`src/rtl/trigger_seq_pkg.sv`:
```
// ============================================================================
// trigger_seq_pkg : shared constants and stage config type for trigger_seq
// Rev 1.0
// ============================================================================
`default_nettype none

package trigger_seq_pkg;

  localparam logic [1:0] STATE_TRIG_STANDBY = 2'd0;
  localparam logic [1:0] STATE_TRIG_ARMED   = 2'd1;
  localparam logic [1:0] STATE_TRIG_DELAY   = 2'd2;
  localparam logic [1:0] STATE_TRIG_FIRED   = 2'd3;

  localparam logic [7:0] CMD_TRIG_RUN            = 8'd0;
  localparam logic [7:0] CMD_TRIG_HALT           = 8'd1;
  localparam logic [7:0] CMD_TRIG_SET_VALUE      = 8'd2;
  localparam logic [7:0] CMD_TRIG_SET_VMASK      = 8'd3;
  localparam logic [7:0] CMD_TRIG_SET_EVALUE     = 8'd4;
  localparam logic [7:0] CMD_TRIG_SET_EMASK      = 8'd5;
  localparam logic [7:0] CMD_TRIG_SET_RANGE      = 8'd6;
  localparam logic [7:0] CMD_TRIG_SET_CONFIG     = 8'd7;
  localparam logic [7:0] CMD_TRIG_SET_SERIALOPTS = 8'd8;

  localparam int CFG_COUNT_LSB  = 0;
  localparam int CFG_COUNT_MSB  = 15;
  localparam int CFG_CONTIG_BIT = 16;
  localparam int CFG_FINAL_BIT  = 17;

  typedef enum logic [1:0] {
    ST_STANDBY = STATE_TRIG_STANDBY,
    ST_ARMED   = STATE_TRIG_ARMED,
    ST_DELAY   = STATE_TRIG_DELAY,
    ST_FIRED   = STATE_TRIG_FIRED
  } trig_state_e;

  // Data fields are held at the maximum width; bits above DATA_WIDTH stay zero.
  typedef struct packed {
    logic [31:0] value;
    logic [31:0] vmask;
    logic [31:0] evalue;
    logic [31:0] emask;
    logic [15:0] count;
    logic        contiguous;
    logic        final_stg;
  } stage_cfg_t;

  function automatic logic [15:0] eff_count(input logic [15:0] cnt);
    return (cnt == 16'd0) ? 16'd1 : cnt;
  endfunction

endpackage

`default_nettype wire

```
`src/rtl/trigger_seq_if.sv`:
```
// ============================================================================
// trigger_seq_if : command bus between host controller and trigger_seq
// Rev 1.0
// ============================================================================
`default_nettype none

interface trigger_seq_if #(
  parameter int NUM_STAGES = 4
);
  logic [7:0]            command;
  logic                  cmd_valid;
  logic [31:0]           config_in;
  logic [NUM_STAGES-1:0] stage_we;

  modport master (output command, cmd_valid, config_in, stage_we);
  modport slave  (input  command, cmd_valid, config_in, stage_we);
endinterface

`default_nettype wire

```
`src/rtl/trigger_seq_stage_cond.sv`:
```
// ============================================================================
// trigger_stage_cond : combinational level/edge hit for one trigger stage
// Rev 1.0
// ============================================================================
`default_nettype none

module trigger_stage_cond
  import trigger_seq_pkg::*;
#(
  parameter int DATA_WIDTH = 16
) (
  input  stage_cfg_t            cfg_i,
  input  logic [DATA_WIDTH-1:0] cur_i,
  input  logic [DATA_WIDTH-1:0] prev_i,
  input  logic                  prev_valid_i,
  output logic                  hit_o
);
  logic [31:0] w_cur;
  logic [31:0] w_prev;
  logic        w_level_ok;
  logic        w_edge_ok;

  assign w_cur  = 32'(cur_i);
  assign w_prev = 32'(prev_i);

  assign w_level_ok = (((w_cur ^ cfg_i.value) & cfg_i.vmask) == 32'd0);
  // Every edge-masked bit must have toggled and landed on its evalue bit.
  assign w_edge_ok  = (cfg_i.emask == 32'd0) ||
                      (prev_valid_i &&
                       (((w_cur ^ w_prev) & cfg_i.emask) == cfg_i.emask) &&
                       (((w_cur ^ cfg_i.evalue) & cfg_i.emask) == 32'd0));

  assign hit_o = w_level_ok && w_edge_ok;
endmodule

`default_nettype wire

```
`src/rtl/trigger_seq.sv`:
```
// ============================================================================
// trigger_seq : multi-stage trigger sequencer with post-trigger delay
// Rev 1.0
// ============================================================================
`default_nettype none

module trigger_seq
  import trigger_seq_pkg::*;
#(
  parameter  int NUM_STAGES = 4,
  parameter  int DATA_WIDTH = 16,
  parameter  int CNT_WIDTH  = 16,
  parameter  int DLY_WIDTH  = 24,
  localparam int IDX_W      = (NUM_STAGES > 1) ? $clog2(NUM_STAGES) : 1
) (
  input  logic                  inclk,
  input  logic                  rst_n,
  trigger_seq_if.slave          cmd_if,
  input  logic [DATA_WIDTH-1:0] inport,
  output logic                  triggered,
  output logic [1:0]            trig_state,
  output logic [IDX_W-1:0]      stage_idx
);
  localparam logic [IDX_W-1:0]     IDX_ONE = 1;
  localparam logic [CNT_WIDTH-1:0] CNT_ONE = 1;
  localparam logic [DLY_WIDTH-1:0] DLY_ONE = 1;

  stage_cfg_t            cfg_q [NUM_STAGES];
  logic [DLY_WIDTH-1:0]  delay_q;
  logic [DATA_WIDTH-1:0] cur_q, prev_q;
  logic                  cur_valid_q, prev_valid_q;
  trig_state_e           state_q, state_d;
  logic [IDX_W-1:0]      idx_q, idx_d;
  logic [CNT_WIDTH-1:0]  occ_q, occ_d;
  logic [DLY_WIDTH-1:0]  dly_q, dly_d;

  logic                  w_cmd_run, w_cmd_halt;
  logic [31:0]           w_data_ext;
  logic                  w_unused_cfg;
  logic [NUM_STAGES-1:0] w_hit_vec;
  logic                  w_hit;
  logic [15:0]           w_sel_count;
  logic                  w_sel_contig, w_sel_final;
  logic [CNT_WIDTH-1:0]  w_occ_inc;
  logic                  w_count_done, w_last_stage;

  assign w_cmd_run    = cmd_if.cmd_valid && (cmd_if.command == CMD_TRIG_RUN);
  assign w_cmd_halt   = cmd_if.cmd_valid && (cmd_if.command == CMD_TRIG_HALT);
  assign w_data_ext   = 32'(cmd_if.config_in[DATA_WIDTH-1:0]);
  assign w_unused_cfg = ^cmd_if.config_in;

  always_ff @(posedge inclk or negedge rst_n) begin
    if (!rst_n) begin
      for (int i = 0; i < NUM_STAGES; i++) cfg_q[i] <= '0;
      delay_q <= '0;
    end else if (cmd_if.cmd_valid && (state_q == ST_STANDBY)) begin
      for (int i = 0; i < NUM_STAGES; i++) begin
        if (cmd_if.stage_we[i]) begin
          case (cmd_if.command)
            CMD_TRIG_SET_VALUE:  cfg_q[i].value  <= w_data_ext;
            CMD_TRIG_SET_VMASK:  cfg_q[i].vmask  <= w_data_ext;
            CMD_TRIG_SET_EVALUE: cfg_q[i].evalue <= w_data_ext;
            CMD_TRIG_SET_EMASK:  cfg_q[i].emask  <= w_data_ext;
            CMD_TRIG_SET_CONFIG: begin
              cfg_q[i].count      <= cmd_if.config_in[CFG_COUNT_MSB:CFG_COUNT_LSB];
              cfg_q[i].contiguous <= cmd_if.config_in[CFG_CONTIG_BIT];
              cfg_q[i].final_stg  <= cmd_if.config_in[CFG_FINAL_BIT];
            end
            default: ;
          endcase
        end
      end
      if (cmd_if.command == CMD_TRIG_SET_RANGE) delay_q <= cmd_if.config_in[DLY_WIDTH-1:0];
    end
  end

  // A sample taken on the RUN edge predates the run and is never evaluated.
  always_ff @(posedge inclk or negedge rst_n) begin
    if (!rst_n) begin
      cur_q        <= '0;
      prev_q       <= '0;
      cur_valid_q  <= 1'b0;
      prev_valid_q <= 1'b0;
    end else begin
      cur_q  <= inport;
      prev_q <= cur_q;
      if (w_cmd_run) begin
        cur_valid_q  <= 1'b0;
        prev_valid_q <= 1'b0;
      end else begin
        cur_valid_q  <= 1'b1;
        prev_valid_q <= cur_valid_q;
      end
    end
  end

  for (genvar g = 0; g < NUM_STAGES; g++) begin : g_stage
    trigger_stage_cond #(.DATA_WIDTH(DATA_WIDTH)) u_cond (
      .cfg_i        (cfg_q[g]),
      .cur_i        (cur_q),
      .prev_i       (prev_q),
      .prev_valid_i (prev_valid_q),
      .hit_o        (w_hit_vec[g])
    );
  end

  assign w_hit        = w_hit_vec[idx_q];
  assign w_sel_count  = cfg_q[idx_q].count;
  assign w_sel_contig = cfg_q[idx_q].contiguous;
  assign w_sel_final  = cfg_q[idx_q].final_stg;
  assign w_occ_inc    = (&occ_q) ? occ_q : (occ_q + CNT_ONE);
  assign w_count_done = (32'(w_occ_inc) >= 32'(eff_count(w_sel_count)));
  assign w_last_stage = (32'(idx_q) == 32'(NUM_STAGES - 1));

  always_ff @(posedge inclk or negedge rst_n) begin
    if (!rst_n) begin
      state_q <= ST_STANDBY;
      idx_q   <= '0;
      occ_q   <= '0;
      dly_q   <= '0;
    end else begin
      state_q <= state_d;
      idx_q   <= idx_d;
      occ_q   <= occ_d;
      dly_q   <= dly_d;
    end
  end

  always_comb begin
    state_d = state_q;
    idx_d   = idx_q;
    occ_d   = occ_q;
    dly_d   = dly_q;
    if (w_cmd_run) begin
      state_d = ST_ARMED;
      idx_d   = '0;
      occ_d   = '0;
    end else if (w_cmd_halt) begin
      state_d = ST_STANDBY;
    end else begin
      case (state_q)
        ST_ARMED: begin
          if (cur_valid_q) begin
            if (w_hit) begin
              if (w_count_done) begin
                if (w_sel_final || w_last_stage) begin
                  if (delay_q != '0) begin
                    state_d = ST_DELAY;
                    dly_d   = delay_q;
                  end else begin
                    state_d = ST_FIRED;
                  end
                end else begin
                  idx_d = idx_q + IDX_ONE;
                  occ_d = '0;
                end
              end else begin
                occ_d = w_occ_inc;
              end
            end else if (w_sel_contig) begin
              occ_d = '0;
            end
          end
        end
        // Loaded with D on entry; fires on the D-th edge spent here.
        ST_DELAY: begin
          if (dly_q <= DLY_ONE) state_d = ST_FIRED;
          else                  dly_d   = dly_q - DLY_ONE;
        end
        default: ;
      endcase
    end
  end

  assign triggered  = (state_q == ST_FIRED);
  assign trig_state = state_q;
  assign stage_idx  = idx_q;
endmodule

`default_nettype wire

```
`src/flat_wrapper.sv`:
```
// flat-port wrapper written by rule: the top's interface ports become plain ports
module trigger_seq_flat import trigger_seq_pkg::*;
#(
  parameter  int NUM_STAGES = 4,
  parameter  int DATA_WIDTH = 16,
  parameter  int CNT_WIDTH  = 16,
  parameter  int DLY_WIDTH  = 24,
  localparam int IDX_W      = (NUM_STAGES > 1) ? $clog2(NUM_STAGES) : 1
)
  (inclk, rst_n, inport, triggered, trig_state, stage_idx, cmd_if_command, cmd_if_cmd_valid, cmd_if_config_in, cmd_if_stage_we);
  trigger_seq_if #(.NUM_STAGES(NUM_STAGES)) cmd_if_i ();
  input  logic inclk;
  input  logic rst_n;
  input  logic [DATA_WIDTH-1:0] inport;
  output logic triggered;
  output logic [1:0] trig_state;
  output logic [IDX_W-1:0] stage_idx;
  input wire logic [$bits(cmd_if_i.command)-1:0] cmd_if_command;
  input wire logic [$bits(cmd_if_i.cmd_valid)-1:0] cmd_if_cmd_valid;
  input wire logic [$bits(cmd_if_i.config_in)-1:0] cmd_if_config_in;
  input wire logic [$bits(cmd_if_i.stage_we)-1:0] cmd_if_stage_we;
  assign cmd_if_i.command = cmd_if_command;
  assign cmd_if_i.cmd_valid = cmd_if_cmd_valid;
  assign cmd_if_i.config_in = cmd_if_config_in;
  assign cmd_if_i.stage_we = cmd_if_stage_we;
  trigger_seq #(.NUM_STAGES(NUM_STAGES), .DATA_WIDTH(DATA_WIDTH), .CNT_WIDTH(CNT_WIDTH), .DLY_WIDTH(DLY_WIDTH)) u_core (.inclk(inclk), .rst_n(rst_n), .cmd_if(cmd_if_i), .inport(inport), .triggered(triggered), .trig_state(trig_state), .stage_idx(stage_idx));
endmodule
```
`config.mk`:
```
export PLATFORM = sky130hd
export DESIGN_NAME = trigger_seq_flat
export DESIGN_NICKNAME = d
export VERILOG_FILES = /design/src/rtl/trigger_seq_pkg.sv /design/src/rtl/trigger_seq_if.sv /design/src/rtl/trigger_seq_stage_cond.sv /design/src/rtl/trigger_seq.sv /design/src/flat_wrapper.sv
export SDC_FILE = /design/constraint.sdc
export NUM_CORES = 1
export LEC_CHECK = 0
export BUFFER_PORTS_ARGS = -buffer_cell sky130_fd_sc_hd__buf_2
export CAP_MARGIN = 10
export CORE_MARGIN = 2
export CORE_UTILIZATION = 60
export CTS_CLUSTER_SIZE = 24
export DETAILED_ROUTE_END_ITERATION = 7
export PLACE_DENSITY = 0.84
export SETUP_SLACK_MARGIN = 0.2
export SLEW_MARGIN = 0
export SYNTH_ARGS = -nofsm -noshare
export SYNTH_HDL_FRONTEND = slang
export SYNTH_SLANG_ARGS = --single-unit
```
`constraint.sdc`:
```
create_clock -name inclk -period 15.04 [get_ports inclk]
set_clock_uncertainty 0.05 [all_clocks]
set_input_delay 0.752 -clock inclk [delete_from_list [all_inputs] [get_ports inclk]]
set_output_delay 0.752 -clock inclk [all_outputs]
set_load 0.05 [all_outputs]
```
==> Flow_metrics.wiki <==
{| class="wikitable"
! Metric !! Value
|-
| Clock-pin transition on the worst setup and hold timing paths || 60 ps
|-
| Global Route Usage Sum || 0.2925
|-
| Met3 wire length || about 3.5 mm
|-
| Gate count of the mapped netlist || 1650
|-
| Effective utilization at floorplan || 0.6122
|-
| Clock latency at the later pin of the worst-skew pair || between 500 and 600 ps
|-
| Die area || between 30000 and 40000 um^2
|-
| Area added between synthesis and finish || 9.934%
|-
| DRC violation count after routing || 0
|-
| Average detailed-routed wire length per instance || 24.02 um
|-
| Setup violations, final || 0
|-
| Most instantiated flip-flop cell in the synthesis netlist || dfrtp_1
|-
| Maximum capacitance violations || 0
|-
| Worst reg2reg startpoint || u_core.occ_q[3]$_DFFE_PN0P_
|-
| Slew @ Worst Pin || roughly 1100 ps
|-
| Largest net degree at the start of global routing || 100
|-
| Top-Level Pins || 68
|-
| Summed negative setup slack over all endpoints || 0 ps
|-
| Chip width || around 190 um
|-
| Die Y-Extent || between 150 and 200 um
|-
| Final-report hold violation count || 0
|-
| Site Rows || 67
|-
| Period minus WS final || 5608 ps
|-
| Unrepaired setup endpoints after global routing || no
|-
| Sequential-to-total area share from yosys stat || 0.5216
|-
| Overflow left after global routing || 0
|-
| Cts repair resizes || 0
|-
| Wire length on met1 || approximately 21 mm
|-
| Relative slew slack || 0.2614
|-
| Syn_area_per_cell || 12.50 um^2
|-
| Share of layout cells above drive strength 1 || 0.3208
|-
| Run status || finished, final reports clean
|-
| Crit Path Class || flop to flop
|-
| Static leakage power || 10.85 nW
|-
| Post-CTS Setup Inserts || 0
|-
| Number of detailed-route iterations in the first pass || 5
|-
| Post-DR vias/cell || around 6.5
|-
| Dominant cells by area after synthesis || dfrtp_1 52%, mux2_2 19%, xor2_1 3.4%
|-
| Vias after detailed routing || ~14000
|-
| Count of flip-flops with a built-in enable after synthesis || 0
|-
| Standard cell area after detailed placement || ~21000 um^2
|-
| CP Max Fanout || 31
|-
| Final design instance area without fill || 22680 um^2
|-
| Cts bufs inserted || 44
|-
| Summed instance area of the synthesized netlist || around 21000 um^2
|-
| Worst voltage drop across the vdd grid || 0.08755 mV
|-
| Depth of the CTS H-tree || 2
|-
| Final critical-path share of the clock period || 0.3729
|-
| Clock root buffer || clkbuf_16
|-
| Filler Cells Inserted || approximately 2400
|-
| Share of the synthesized area in the top cell type || 0.5216
|-
| Top post-synthesis cells by count || 430 x dfrtp_1, 341 x mux2_2, 89 x nand2_1
|-
| Number of buffers on the longest clock path || 3
|-
| Critical Path AT || around 6000 ps
|-
| Hold Buf Count CTS || 0
|-
| Initial antenna violation count || 1
|-
| Minimum setup slack among reg-to-reg paths || approximately 9400 ps
|-
| Syn Nets || 1737
|-
| Top routing layer used || met4
|-
| Clock tree from TritonCTS || done
|-
| Number of global-route vias before repair || ~14000
|-
| Endpoint of the lowest-slack register-to-register path || u_core.dly_q[23]$_DFFE_PN0P_
|-
| Maximum clock frequency || around 180 MHz
|-
| Yosys warning total || 0
|-
| Area of the placeable core || roughly 34000 um^2
|-
| Async set-reset flop share out of synthesis || 1.000
|-
| First-pass GRT wire length || ~81 mm
|-
| Path type of the worst min-delay path || input port to asynchronous set/reset pin
|-
| Flip-flop and latch count after synthesis || 430
|-
| Buffers added on ports || 59
|-
| CTS Sinks || between 400 and 500
|-
| Worst Setup End Kind || flop
|-
| Total count of max-transition violations in the final report || 0
|-
| Startpoint type of the worst setup path || flop
|-
| Total half-perimeter wirelength after legalization and detailed placement || between 30 and 40 mm
|-
| Smallest hold slack || between 100 and 150 ps
|-
| 1st-iter DRT viols || 1266
|-
| Most instantiated library cell after synthesis || dfrtp_1
|-
| Weighted congestion at the end of routability-driven global placement || 0.8506
|-
| Power Dens Cells || between 100 and 150 nW/um^2
|-
| Routed length on met2 || ~25 mm
|-
| R2R depth || 17
|-
| Post-synthesis cell type count || between 60 and 70
|-
| Endpoint required time on the critical path || 15410 ps
|-
| # nets final || 1761
|-
| Cell taking the most area after synthesis || dfrtp_1
|-
| Drt total wl || slightly above 50 mm
|-
| DRT antenna net count || 0
|}
through the flow:
step | util | worst slack [ps] | instances | power [mW]
5_1_grt | 0.6730 | 8920 | 2151 | 2.903
2_1_floorplan | - | 9643 | 1650 | 1.568
6_report | 0.6730 | 9432 | 2151 | 2.802
4_1_cts | 0.6729 | 9441 | 2150 | 2.808
3_3_place_gp | 0.6294 | 9510 | 2076 | 1.681
3_5_place_dp | 0.6294 | 9503 | 2076 | 1.697
where the power goes:
part           switching (mW)  internal [mW]  total, mW
clock                   0.458          0.659       1.12
combinational           0.265          0.156      0.421
sequential             0.0643           1.20       1.26
total                   0.787           2.01       2.80
layout by cell type (no fill, tap or decap), types with 12 or more instances in the layout:
cell type | synthesis | layout
a22o_1 | 15 | 15
a22oi_1 | 31 | 31
a2bb2oi_1 | 12 | 12
buf_2 | 17 | 58
buf_4 | 1 | 24
clkbuf_16 | 0 | 46
dfrtp_1 | 430 | 430
ha_1 | 24 | 23
inv_1 | 59 | 59
mux2_2 | 341 | 341
mux4_2 | 18 | 18
nand2_1 | 89 | 89
nand2b_1 | 15 | 15
nand3_1 | 30 | 30
nand3b_1 | 38 | 38
nand4_1 | 33 | 33
nor2_1 | 39 | 38
nor3_1 | 27 | 27
nor4_1 | 28 | 28
o211ai_1 | 39 | 39
o21ai_0 | 30 | 30
xnor2_1 | 15 | 15
xor2_1 | 81 | 81
area by class of cell:
class / instances / area [um^2] / share of cell area
repair buffers: 83 / 485.5 / 0.02140
flip-flops and latches: 430 / 10760 / 0.4744
inverters: 60 / 225.2 / 0.009930
multi-input cells: 1055 / 9179 / 0.4047
clock buffers: 56 / 1219 / 0.05373
well taps: 448 / 560.5 / 0.02471
clock inverters: 18 / 249.0 / 0.01098
diodes: 1 / 2.502 / 0.0001103
critical path, cell delays in order, from the launching register on:
cell       delay, ps
dfrtp_1          470
and4_1           300
nand4_1          230
nor2_1           250
nand2_1          120
or3_1            560
xnor2_1          250
ha_1             250
nand2b_1         130
a2111oi_0        370
o21ai_0          180
a2111oi_0        760
nor3_1           230
a41oi_4          210
buf_4            380
nor3_4           150
buf_4            240
mux2_2           290
cells by family (layout without fill, tap and decap cells):
family	count (synthesis)	count (layout)	share of synthesized area
compound gates	228	228	0.08994
xor+xnor	96	96	0.04075
fa+ha+maj	24	24	0.01456
buf+inv	165	217	0.03378
flops	430	430	0.5216
mux	361	361	0.2067
other cells	0	1	0
simple gates	346	346	0.09267
registers in the layout, indices dropped and copies added, names as in the netlist:
register             count
u_core.stage_idx         2
u_core.occ_q            16
u_core.delay_q          24
u_core.prev_valid_q      1
u_core.dly_q            24
u_core.cur_q            16
u_core.prev_q           16
u_core.cur_valid_q       1
u_core.trig_state        2
u_core.cfg_q           328
metal layers:
| layer | GRT usage | up-vias |
|---|---|---|
| met1 | 0.3924 | 7262 |
| li1 | - | 6105 |
| met2 | 0.4718 | 569 |
| met4 | 0.1345 | 0 |
| met3 | 0.04708 | 130 |
| met5 | 0 | - |
worst max path at each step:
stage	from	slack [ps]	end	depth (start not counted)
detailed placement	u_core.stage_idx[1]$_DFFE_PN0P_	9500	u_core.dly_q[23]$_DFFE_PN0P_	16
CTS	u_core.stage_idx[1]$_DFFE_PN0P_	9440	u_core.dly_q[23]$_DFFE_PN0P_	14
floorplan	u_core.stage_idx[0]$_DFFE_PN0P_	9640	u_core.dly_q[21]$_DFFE_PN0P_	15
global placement	u_core.stage_idx[1]$_DFFE_PN0P_	9510	u_core.dly_q[23]$_DFFE_PN0P_	14
global route	u_core.occ_q[3]$_DFFE_PN0P_	8920	u_core.dly_q[23]$_DFFE_PN0P_	17
finish	u_core.occ_q[3]$_DFFE_PN0P_	9430	u_core.dly_q[23]$_DFFE_PN0P_	17
(Power assumes the default switching activity.)
